--- config.mk ---
export PLATFORM = sky130hd
export DESIGN_NAME = alu_conditional
export DESIGN_NICKNAME = d
export VERILOG_FILES = /design/src/rtl/alu_pkg.sv /design/src/rtl/addsub_core.sv /design/src/rtl/alu_conditional.sv
export SDC_FILE = /design/constraint.sdc
export NUM_CORES = 1
export LEC_CHECK = 0
export CAP_MARGIN = 20
export CORE_AREA = 3 3 40 42
export CTS_BUF_LIST = sky130_fd_sc_hd__clkbuf_2
export CTS_CLUSTER_SIZE = 28
export DETAILED_ROUTE_END_ITERATION = 10
export DIE_AREA = 0 0 43 45
export PLACE_DENSITY_LB_ADDON = 0.12
export REMOVE_ABC_BUFFERS = 1
export SLEW_MARGIN = 5
export SYNTH_ARGS = -nofsm -noshare
export SYNTH_HDL_FRONTEND = slang
export SYNTH_SLANG_ARGS = --single-unit
--- constraint.sdc ---
create_clock -name clk -period 1 [get_ports clk]
set_input_delay 0.15 -clock clk [delete_from_list [all_inputs] [get_ports clk]]
set_output_delay 0.15 -clock clk [all_outputs]
set_load 0.005 [all_outputs]
--- src/rtl/alu_pkg.sv ---
// Shared definitions for the conditional add/subtract unit.
package alu_pkg;

  localparam logic SEL_SUB = 1'b0;
  localparam logic SEL_ADD = 1'b1;

  typedef struct packed {
    logic carry;
    logic ovf;
    logic zero;
    logic neg;
  } flags_t;

  // Flags consistent with a cleared result of zero.
  localparam flags_t FLAGS_RST = '{carry: 1'b0, ovf: 1'b0, zero: 1'b1, neg: 1'b0};

endpackage

--- src/rtl/addsub_core.sv ---
// Combinational add/subtract with carry-or-borrow and signed overflow.
module addsub_core
  import alu_pkg::*;
#(
  parameter int unsigned WIDTH = 4
) (
  input  logic [WIDTH-1:0] a,
  input  logic [WIDTH-1:0] b,
  input  logic             sel,
  output logic [WIDTH-1:0] res,
  output logic             carry,
  output logic             ovf
);

  logic             is_add;
  logic [WIDTH-1:0] b_op;
  logic [WIDTH:0]   sum_ext;

  always_comb begin
    is_add  = (sel == SEL_ADD);
    // Subtraction is a + ~b + 1; the borrow is the inverted carry-out.
    b_op    = is_add ? b : ~b;
    sum_ext = {1'b0, a} + {1'b0, b_op} + {{WIDTH{1'b0}}, ~is_add};
    res     = sum_ext[WIDTH-1:0];
    carry   = is_add ? sum_ext[WIDTH] : ~sum_ext[WIDTH];
    // Same-sign test on b_op covers both ops: for subtract it means a and b differ in sign.
    ovf     = (a[WIDTH-1] == b_op[WIDTH-1]) && (res[WIDTH-1] != a[WIDTH-1]);
  end

endmodule

--- src/rtl/alu_conditional.sv ---
// Registered conditional add/subtract with status flags, one cycle of latency.
module alu_conditional
  import alu_pkg::*;
#(
  parameter int unsigned WIDTH = 4
) (
  input  logic             clk,
  input  logic             rst,
  input  logic [WIDTH-1:0] a,
  input  logic [WIDTH-1:0] b,
  input  logic             sel,
  input  logic             in_valid,
  output logic [WIDTH-1:0] y,
  output logic             carry,
  output logic             ovf,
  output logic             zero,
  output logic             neg,
  output logic             out_valid
);

  logic [WIDTH-1:0] core_res;
  logic             core_carry;
  logic             core_ovf;

  logic [WIDTH-1:0] y_q, y_d;
  flags_t           flags_q, flags_d;
  logic             out_valid_q, out_valid_d;

  addsub_core #(
    .WIDTH(WIDTH)
  ) u_core (
    .a    (a),
    .b    (b),
    .sel  (sel),
    .res  (core_res),
    .carry(core_carry),
    .ovf  (core_ovf)
  );

  always_comb begin
    y_d         = y_q;
    flags_d     = flags_q;
    out_valid_d = in_valid;
    if (in_valid) begin
      y_d           = core_res;
      flags_d.carry = core_carry;
      flags_d.ovf   = core_ovf;
      flags_d.zero  = (core_res == '0);
      flags_d.neg   = core_res[WIDTH-1];
    end
  end

  always_ff @(posedge clk or posedge rst) begin
    if (rst) begin
      y_q         <= '0;
      flags_q     <= FLAGS_RST;
      out_valid_q <= 1'b0;
    end else begin
      y_q         <= y_d;
      flags_q     <= flags_d;
      out_valid_q <= out_valid_d;
    end
  end

  assign y         = y_q;
  assign carry     = flags_q.carry;
  assign ovf       = flags_q.ovf;
  assign zero      = flags_q.zero;
  assign neg       = flags_q.neg;
  assign out_valid = out_valid_q;

endmodule

# --- After elaboration in Yosys (flattened, before gate mapping) ---
# Index checks and enable logic that the tools add are counted.
totals:
  register_bits: 9
  inputBits: 12
  output_inout_bits: 9
  word_cells: 17
op_classes:
  n_addsub: 2
  n_eq_ne: 2
  mux: 2
  n_bitwise: 3
  reduce_logical: 2
ops:
  columns: ["cell", "count"]
  rows:
  - ["adder 4 x 4 -> 5 bit", 1]
  - ["adder 5 x 1 -> 5 bit", 1]
  - ["logical NOT 4 bit", 1]
  - ["two-way mux 4 bit", 1]
  - ["inverter 4 bit", 1]
  - ["inverter 1 bit", 2]
  - ["== test 1 bit", 1]
  - ["logical AND 1 bit", 1]
  - ["two-way mux 1 bit", 1]
  - ["!= test 1 bit", 1]

# --- Logic depth before layout (Yosys ltp) ---
# Gate-level depths: netlist of run 1.
logic_depth:
  depth_word: 6
  mapped_depth: 8
  depth_no_buf: 7

# --- Hierarchy ---
# A second synthesis of run 1 with hierarchy kept.
hier_totals:
  hier_cells: 42
  area_unflattened_um2: 566.8
by_module_without_submodules:
  columns: ["module", "n_inst", "cells_per_inst", "area_per_inst_um2", "seq_area_each_um2"]
  rows:
  - ["alu_conditional", 1, 19, 341.6, 201.4]
  - ["addsub_core", 1, 23, 225.2, 0.0]

# --- Worst setup path before layout of run 1 ---
# Ideal clock, no wire load.
synth_timing:
  kind: "input -> register"
  startpoint: "input sel"
  endpoint: "register y_q[3] (netlist: y[3])"
  setup_ns: 0.125
  arrival_ns: 1.434
  required_time_ns: 0.875
  path_slack_ns: -0.559
  stages: 7
  path_buffers: 1
  path_cell_list: "buf_6 xnor2_1 ha_1 a21oi_1 o31ai_4 xor2_1 mux2_2"
synth_between:
  elab_chain_cells: 3
  word_cells_on_any_way: 4
  classes_between: "add/sub (2); mux (1); bitwise (1)"
synth_rtl:
  columns: ["item", "line", "source"]
  rows:
  - ["start: declaration", "alu_conditional.sv:11", "input logic sel,"]
  - ["two-way mux 4 bit", "addsub_core.sv:22", "b_op = is_add ? b : ~b;"]
  - ["adder 4 x 4 -> 5 bit", "addsub_core.sv:23", "sum_ext = {1'b0, a} + {1'b0, b_op} + {{WIDTH{1'b0}}, ~is_add};"]
  - ["adder 5 x 1 -> 5 bit (*)", "addsub_core.sv:23", null]
  - ["end signal: assignment", "alu_conditional.sv:59", "y_q <= y_d;"]
  - ["end: declaration", "alu_conditional.sv:25", "logic [WIDTH-1:0] y_q, y_d;"]
# Every way passes the cells marked *; elsewhere a longest branch is shown, timed or not.
# A chain may end at the register's enable or synchronous reset.

# --- Worst setup path in the final report of run 1 ---
layout_timing:
  startpoint: "input b[3]"
  endpoint: "register flags_q (netlist bit carry)"
layout_between:
  elab_chain_cells: 6
layout_rtl:
  columns: ["item", "line", "source"]
  rows:
  - ["start: declaration", "alu_conditional.sv:10", "input logic [WIDTH-1:0] b,"]
  - ["inverter 4 bit", "addsub_core.sv:22", null]
  - ["two-way mux 4 bit (*)", "addsub_core.sv:22", null]
  - ["adder 4 x 4 -> 5 bit (*)", "addsub_core.sv:23", null]
  - ["adder 5 x 1 -> 5 bit (*)", "addsub_core.sv:23", null]
  - ["inverter 1 bit", "addsub_core.sv:25", "carry = is_add ? sum_ext[WIDTH] : ~sum_ext[WIDTH];"]
  - ["two-way mux 1 bit (*)", "addsub_core.sv:25", null]
  - ["end signal: assignment", "alu_conditional.sv:60", "flags_q <= flags_d;"]
  - ["end: declaration", "alu_conditional.sv:26", "flags_t flags_q, flags_d;"]
# Marked as above.

==> results.json, run 1 <==
{
  "gp_congestion": 0.655,
  "syn_inst": 49,
  "grt_antenna_before_repair": 0,
  "row_count": 13,
  "worst-path-buf-inv": 1,
  "dr.first_iter.drc_count": 7,
  "die-area_um2": 1940,
  "yosys-top-cells-area": "dfrtp_1, xnor2_1, ha_1",
  "multi_input_area_um2": 408,
  "die_h_um": 45,
  "vias": 496,
  "async_reset_ff_share_pct": 100,
  "setup_violations": 7,
  "nFillCells": 93,
  "relSlewSlack_pct": 79.8,
  "ys_seq_area_share_pct": 38.5,
  "insertedDiodeCount": 0,
  "clock_path_buffers": 2,
  "ys_warn_count": 0,
  "synthFlopType": "dfrtp_1",
  "postRouteAntennaNets": 0,
  "yosys.cell_types.count": 27,
  "slowest_stage": "or3_1",
  "cts.sink_count": 8,
  "syn2layout_area_growth_pct": 92.8,
  "ios": 21,
  "crit_chain": "dlygate4sd2_1 -> xnor2_1 -> ha_4 -> o21a_1 -> or3_1 -> a31oi_1",
  "end_kind": "flop",
  "chipWidth_um": 43,
  "synth_edf_count": 0,
  "path_clk_slew_ns": 0.08,
  "syn_area_per_cell_um2": 10.7,
  "insertion_delay_ns": 0.22,
  "final.period_utilization_pct": 135,
  "dp_hpwl_um": 881,
  "initial_utilization_pct": 40.7,
  "start_kind": "input pin",
  "final_nets": 106,
  "min_path_type": "input pin to asynchronous set/reset pin",
  "path_delay_family": "simple AND/OR/NAND/NOR gates",
  "maxCapViolCount": 0,
  "core_area_um2": 1280,
  "yosysMostFrequentCell": "dfrtp_1",
  "fin_worst_skew_ns": 0,
  "cts_hold_buffers": 0,
  "final_hold_viol_count": 0,
  "p_leak_nw": 0.466,
  "grt_pass1_wl_um": 2130,
  "required_ns": 1.15,
  "drv_slew": 0,
  "utilization_pct": 78.5,
  "viasPerCell": 4.77,
  "rsz0062_at_grt": "yes",
  "status": "finished with violations",
  "wirelength_um": 1330,
  "cts_root_buf": "clkbuf_2",
  "firstDrtPassIters": 4,
  "synth_top_area_share_pct": 33.5,
  "worst_pin_slew_ns": 0.300,
  "arrival_ns": 1.50,
  "critPathMaxFanout": 3,
  "worst_slack_ns": -0.353,
  "cts-buffers-inserted": 3,
  "grt_max_degree": 9,
  "max_freq_mhz": 739,
  "report.power.total_mw": 1.33,
  "wl_per_cell_um": 12.8,
  "grt.total_usage_pct": 14.8,
  "synth.cell_area_um2": 523,
  "io_buffers": 20,
  "htreeDepth": 1,
  "route.detailed.drc": 0,
  "critical_path_class": "input pin to flop",
  "cts_tree": "done",
  "grt_pass1_vias": 523,
  "violations": "setup timing",
  "regArea_um2": 201,
  "ir_worst_vdd_mv": 0.607,
  "drive_above_1_share_pct": 59.6,
  "grt-ovfl-total": 0,
  "whs_ns": 0.162,
  "min_period_ns": 1.35,
  "yosys.area.top_type": "dfrtp_1",
  "max_stage_delay_ns": 0.31,
  "synth_commonest_cells": "dfrtp_1, xnor2_1, inv_1",
  "ys_seq_elements": 8,
  "powerDensity_nw_per_um2": 1320,
  "dp_slack_ns": -1.10
}
-- sequential cells by signal, summed over array words and instances, names as in the netlist --
signal     cells
ovf            1
y              4
zero           1
carry          1
out_valid      1
-- cell usage in the layout (no fill, tap or decap), types with 2 or more instances in the layout --
cell type	count
inv_1	5
xnor2_2	3
dfrtp_1	7
clkbuf_2	8
buf_6	5
dlygate4sd2_1	2
clkdlybuf4s15_1	5
ha_4	3
nor2_1	3
buf_4	17
clkdlybuf4s50_1	3
xnor2_1	2
-- where the power goes --
group          internal (mW)  leakage [nW]  switching (mW)
Sequential             0.389        0.0920          0.0341
Clock                  0.107        0.0166           0.106
Combinational          0.434         0.357           0.266
-- metrics by stage --
step / std cells / area (um2) / TNS (ns)
after floorplan: 46 / 500 / -2.24
final: 104 / 1010 / -1.82
after CTS: 103 / 952 / -1.92
after global placement: 92 / 802 / -6.00
after global routing: 104 / 1010 / -2.10
after detailed placement: 92 / 802 / -6.37
-- cell type report --
class	instances	share of cell area [%]
inverters	5	1.86
clock buffers	4	1.99
multi-input cells	33	40.4
repair buffers	39	33.9
well taps	15	1.86
flip-flops and latches	8	20.0
-- final timing paths --
kind                            from  endpoint  slack, ns  cells past startpoint
worst max-delay path            b[3]     carry      -0.35                      6
worst min-delay path             rst      y[2]       0.16                      2
max in group asynchronous        rst      zero       0.55                      2
worst max register to register  y[3]      y[3]       0.11                      2
min in group clk                 sel     carry       0.34                      4
worst min register to register  zero      zero       0.53                      2
-- logic make-up after synthesis --
kind of cell	share of synthesized area (%)
AND/OR/NAND/NOR	13.2
AO/OA/AOI/OAI	13.4
buffers and inverters	7.89
flip-flops	38.5
XOR/XNOR	11.7
adder cells (fa/ha/maj)	11.0
multiplexers	4.31
-- what timing repair did --
action	CTS	global route
hold endpoints to repair	0	0
gates resized for setup	64	14
buffers inserted	7	1
setup endpoints to repair	15	13
cloned	0	0
pin swaps	14	8
-- routing by layer --
metal	global-route usage [%]	wire (um)	part of all wire (%)
met5	0	0	0
met4	7.23	0	0
met3	1.59	83	6.2
met2	30.2	791	59
met1	14.6	459	34
No activity file was read; power rests on OpenSTA's default activity.
==> run 2, diff against run 1 <==
- CORE_AREA: 3 3 40 42 -> 2 2 39 41
- CTS_CLUSTER_SIZE: 28 -> 30
- DIE_AREA: 0 0 43 45 -> 0 0 41 43
- GPL_ROUTABILITY_DRIVEN: not set -> 0
==> run 2 against run 1 <==
The flow still finishes with violations (setup timing). Total power rose by 3.0%. Fmax shrank 6.3%. Worst setup slack worse by 0.091 ns. Combinational power is 3.4% higher. Wire length decreased by 0.75%. Worst hold slack got worse by 0.032 ns. First-iteration DRC count up 29%. Die area fell by 8.9%. Sequential share of layout area fell by 0.15 points. Register-to-register slack is essentially flat. Flip-flop and latch count stayed put. Critical endpoint unchanged. Largest cell class unchanged.
==> results.json, run 2 (synthesized netlist as in run 1, its figures left out) <==
{
  "status": "finished with violations",
  "violations": "setup timing",
  "row_count": 14,
  "powerDensity_nw_per_um2": 1350,
  "htreeDepth": 1,
  "final_cell_mix": "buf_4, clkbuf_2, buf_6",
  "required_ns": 1.16,
  "fin_area_um2": 1020,
  "dr.first_iter.drc_count": 9,
  "firstDrtPassIters": 4,
  "vias": 511,
  "p_leak_nw": 0.479,
  "final_nets": 108,
  "start_kind": "input pin",
  "ir_worst_vdd_mv": 0.673,
  "insertion_delay_ns": 0.25,
  "chipWidth_um": 41,
  "clock_path_buffers": 2,
  "path_clk_slew_ns": 0.08,
  "die_h_um": 43,
  "largest_reg_flops": 4,
  "core_area_um2": 1380,
  "final.period_utilization_pct": 144,
  "cts_root_buf": "clkbuf_2",
  "ios": 21,
  "rsz0062_at_grt": "yes",
  "initial_utilization_pct": 37.8,
  "grt_pass1_vias": 494,
  "grt_use_met3_pct": 1.57,
  "max_freq_mhz": 693,
  "regToRegSetupSlack_ns": 0.11,
  "wl_per_cell_um": 12.4,
  "whs_ns": 0.129,
  "arrival_ns": 1.61,
  "regArea_um2": 201,
  "setup_violations": 8,
  "grt.total_usage_pct": 16.0,
  "maxCapViolCount": 0,
  "drive_above_1_share_pct": 64.8,
  "cts.sink_count": 8,
  "min_path_type": "input pin to asynchronous set/reset pin",
  "utilization_pct": 73.4,
  "dp_hpwl_um": 798,
  "fin_worst_skew_ns": 0,
  "use_met1_pct": 18.5,
  "die-area_um2": 1760,
  "min_period_ns": 1.44,
  "nFillCells": 103,
  "grt_max_degree": 11,
  "grt-busiest-layer": "met2",
  "final_hold_viol_count": 0,
  "grt-ovfl-total": 0,
  "grt_pass1_wl_um": 1890,
  "route.detailed.drc": 0,
  "critPathMaxFanout": 4,
  "use_met2_pct": 25.3,
  "postRouteAntennaNets": 0,
  "mostFrequentLayoutCell": "buf_4",
  "drv_slew": 0,
  "relSlewSlack_pct": 80.4,
  "end_kind": "flop",
  "setup_tns_ns": -1.85,
  "cts_tree": "done",
  "viasPerCell": 4.78,
  "insertedDiodeCount": 0,
  "critical_path_class": "input pin to flop",
  "worst_pin_slew_ns": 0.294,
  "worst_slack_ns": -0.444,
  "place_area_um2": 803,
  "grt_antenna_before_repair": 0,
  "dp_slack_ns": -1.06,
  "io_buffers": 20,
  "cts-buffers-inserted": 3,
  "wirelength_um": 1320,
  "syn2layout_area_growth_pct": 94.3,
  "multi_input_area_um2": 409
}
## run 2: cell count changes in the layout (fill, tap and decap cells not counted), sizes merged
cell and delta:
buf +3, clkdlybuf4s15 -4, clkbuf +3
## run 2: timing repair
action / 4_1_cts / 5_1_grt
gates cloned: 0 / 0
hold buffers: 0 / 0
setup buffers: 5 / 5
pin swaps: 13 / 12
endpoints found under the setup margin: 15 / 15
gates resized for setup: 61 / 25
## run 2: through the flow
step / instances / power, mW
2_1_floorplan: 46 / 0.634
6_report: 107 / 1.37
5_1_grt: 107 / 1.46
4_1_cts: 102 / 1.25
3_5_place_dp: 93 / 0.933
3_3_place_gp: 93 / 0.921
## run 2: critical path, cell delays in order
cell and delay (ns):
buf_12 0.12, nor2b_4 0.12, or2_1 0.24, fa_2 0.36
nor2b_2 0.13, o21a_1 0.14, buf_4 0.11, o21ai_2 0.05
a31oi_1 0.19
## run 2: routing by layer
| layer | routed length, um | share of wire, % |
|---|---|---|
| met2 | 763 | 58 |
| met3 | 70 | 5.3 |
| met1 | 463 | 35 |
| met4 | 25 | 1.9 |
| met5 | 0 | 0 |
## run 2: power by group
group          internal [mW]  leakage [nW]  switching, mW  total, mW
clock network          0.106        0.0166          0.122      0.228
logic                  0.460         0.370          0.264      0.724
registers              0.389        0.0920         0.0339      0.423
total                  0.955         0.479          0.420       1.37
## run 2: worst paths after layout
check / to / from / depth (start not counted)
max reg2reg: y[2] / y[2] / 2
min: y[1] / rst / 2
min reg2reg: zero / zero / 2
max in group asynchronous: zero / rst / 2
min in group clk: y[0] / a[0] / 4
max: carry / sel / 9
## run 2: layout make-up
cell class / count / area share, %
Sequential cell: 8 / 19.8
Multi-Input combinational cell: 33 / 40.3
Timing Repair Buffer: 41 / 34.1
Clock buffer: 4 / 1.97
Tap cell: 16 / 1.97
Inverter: 5 / 1.85
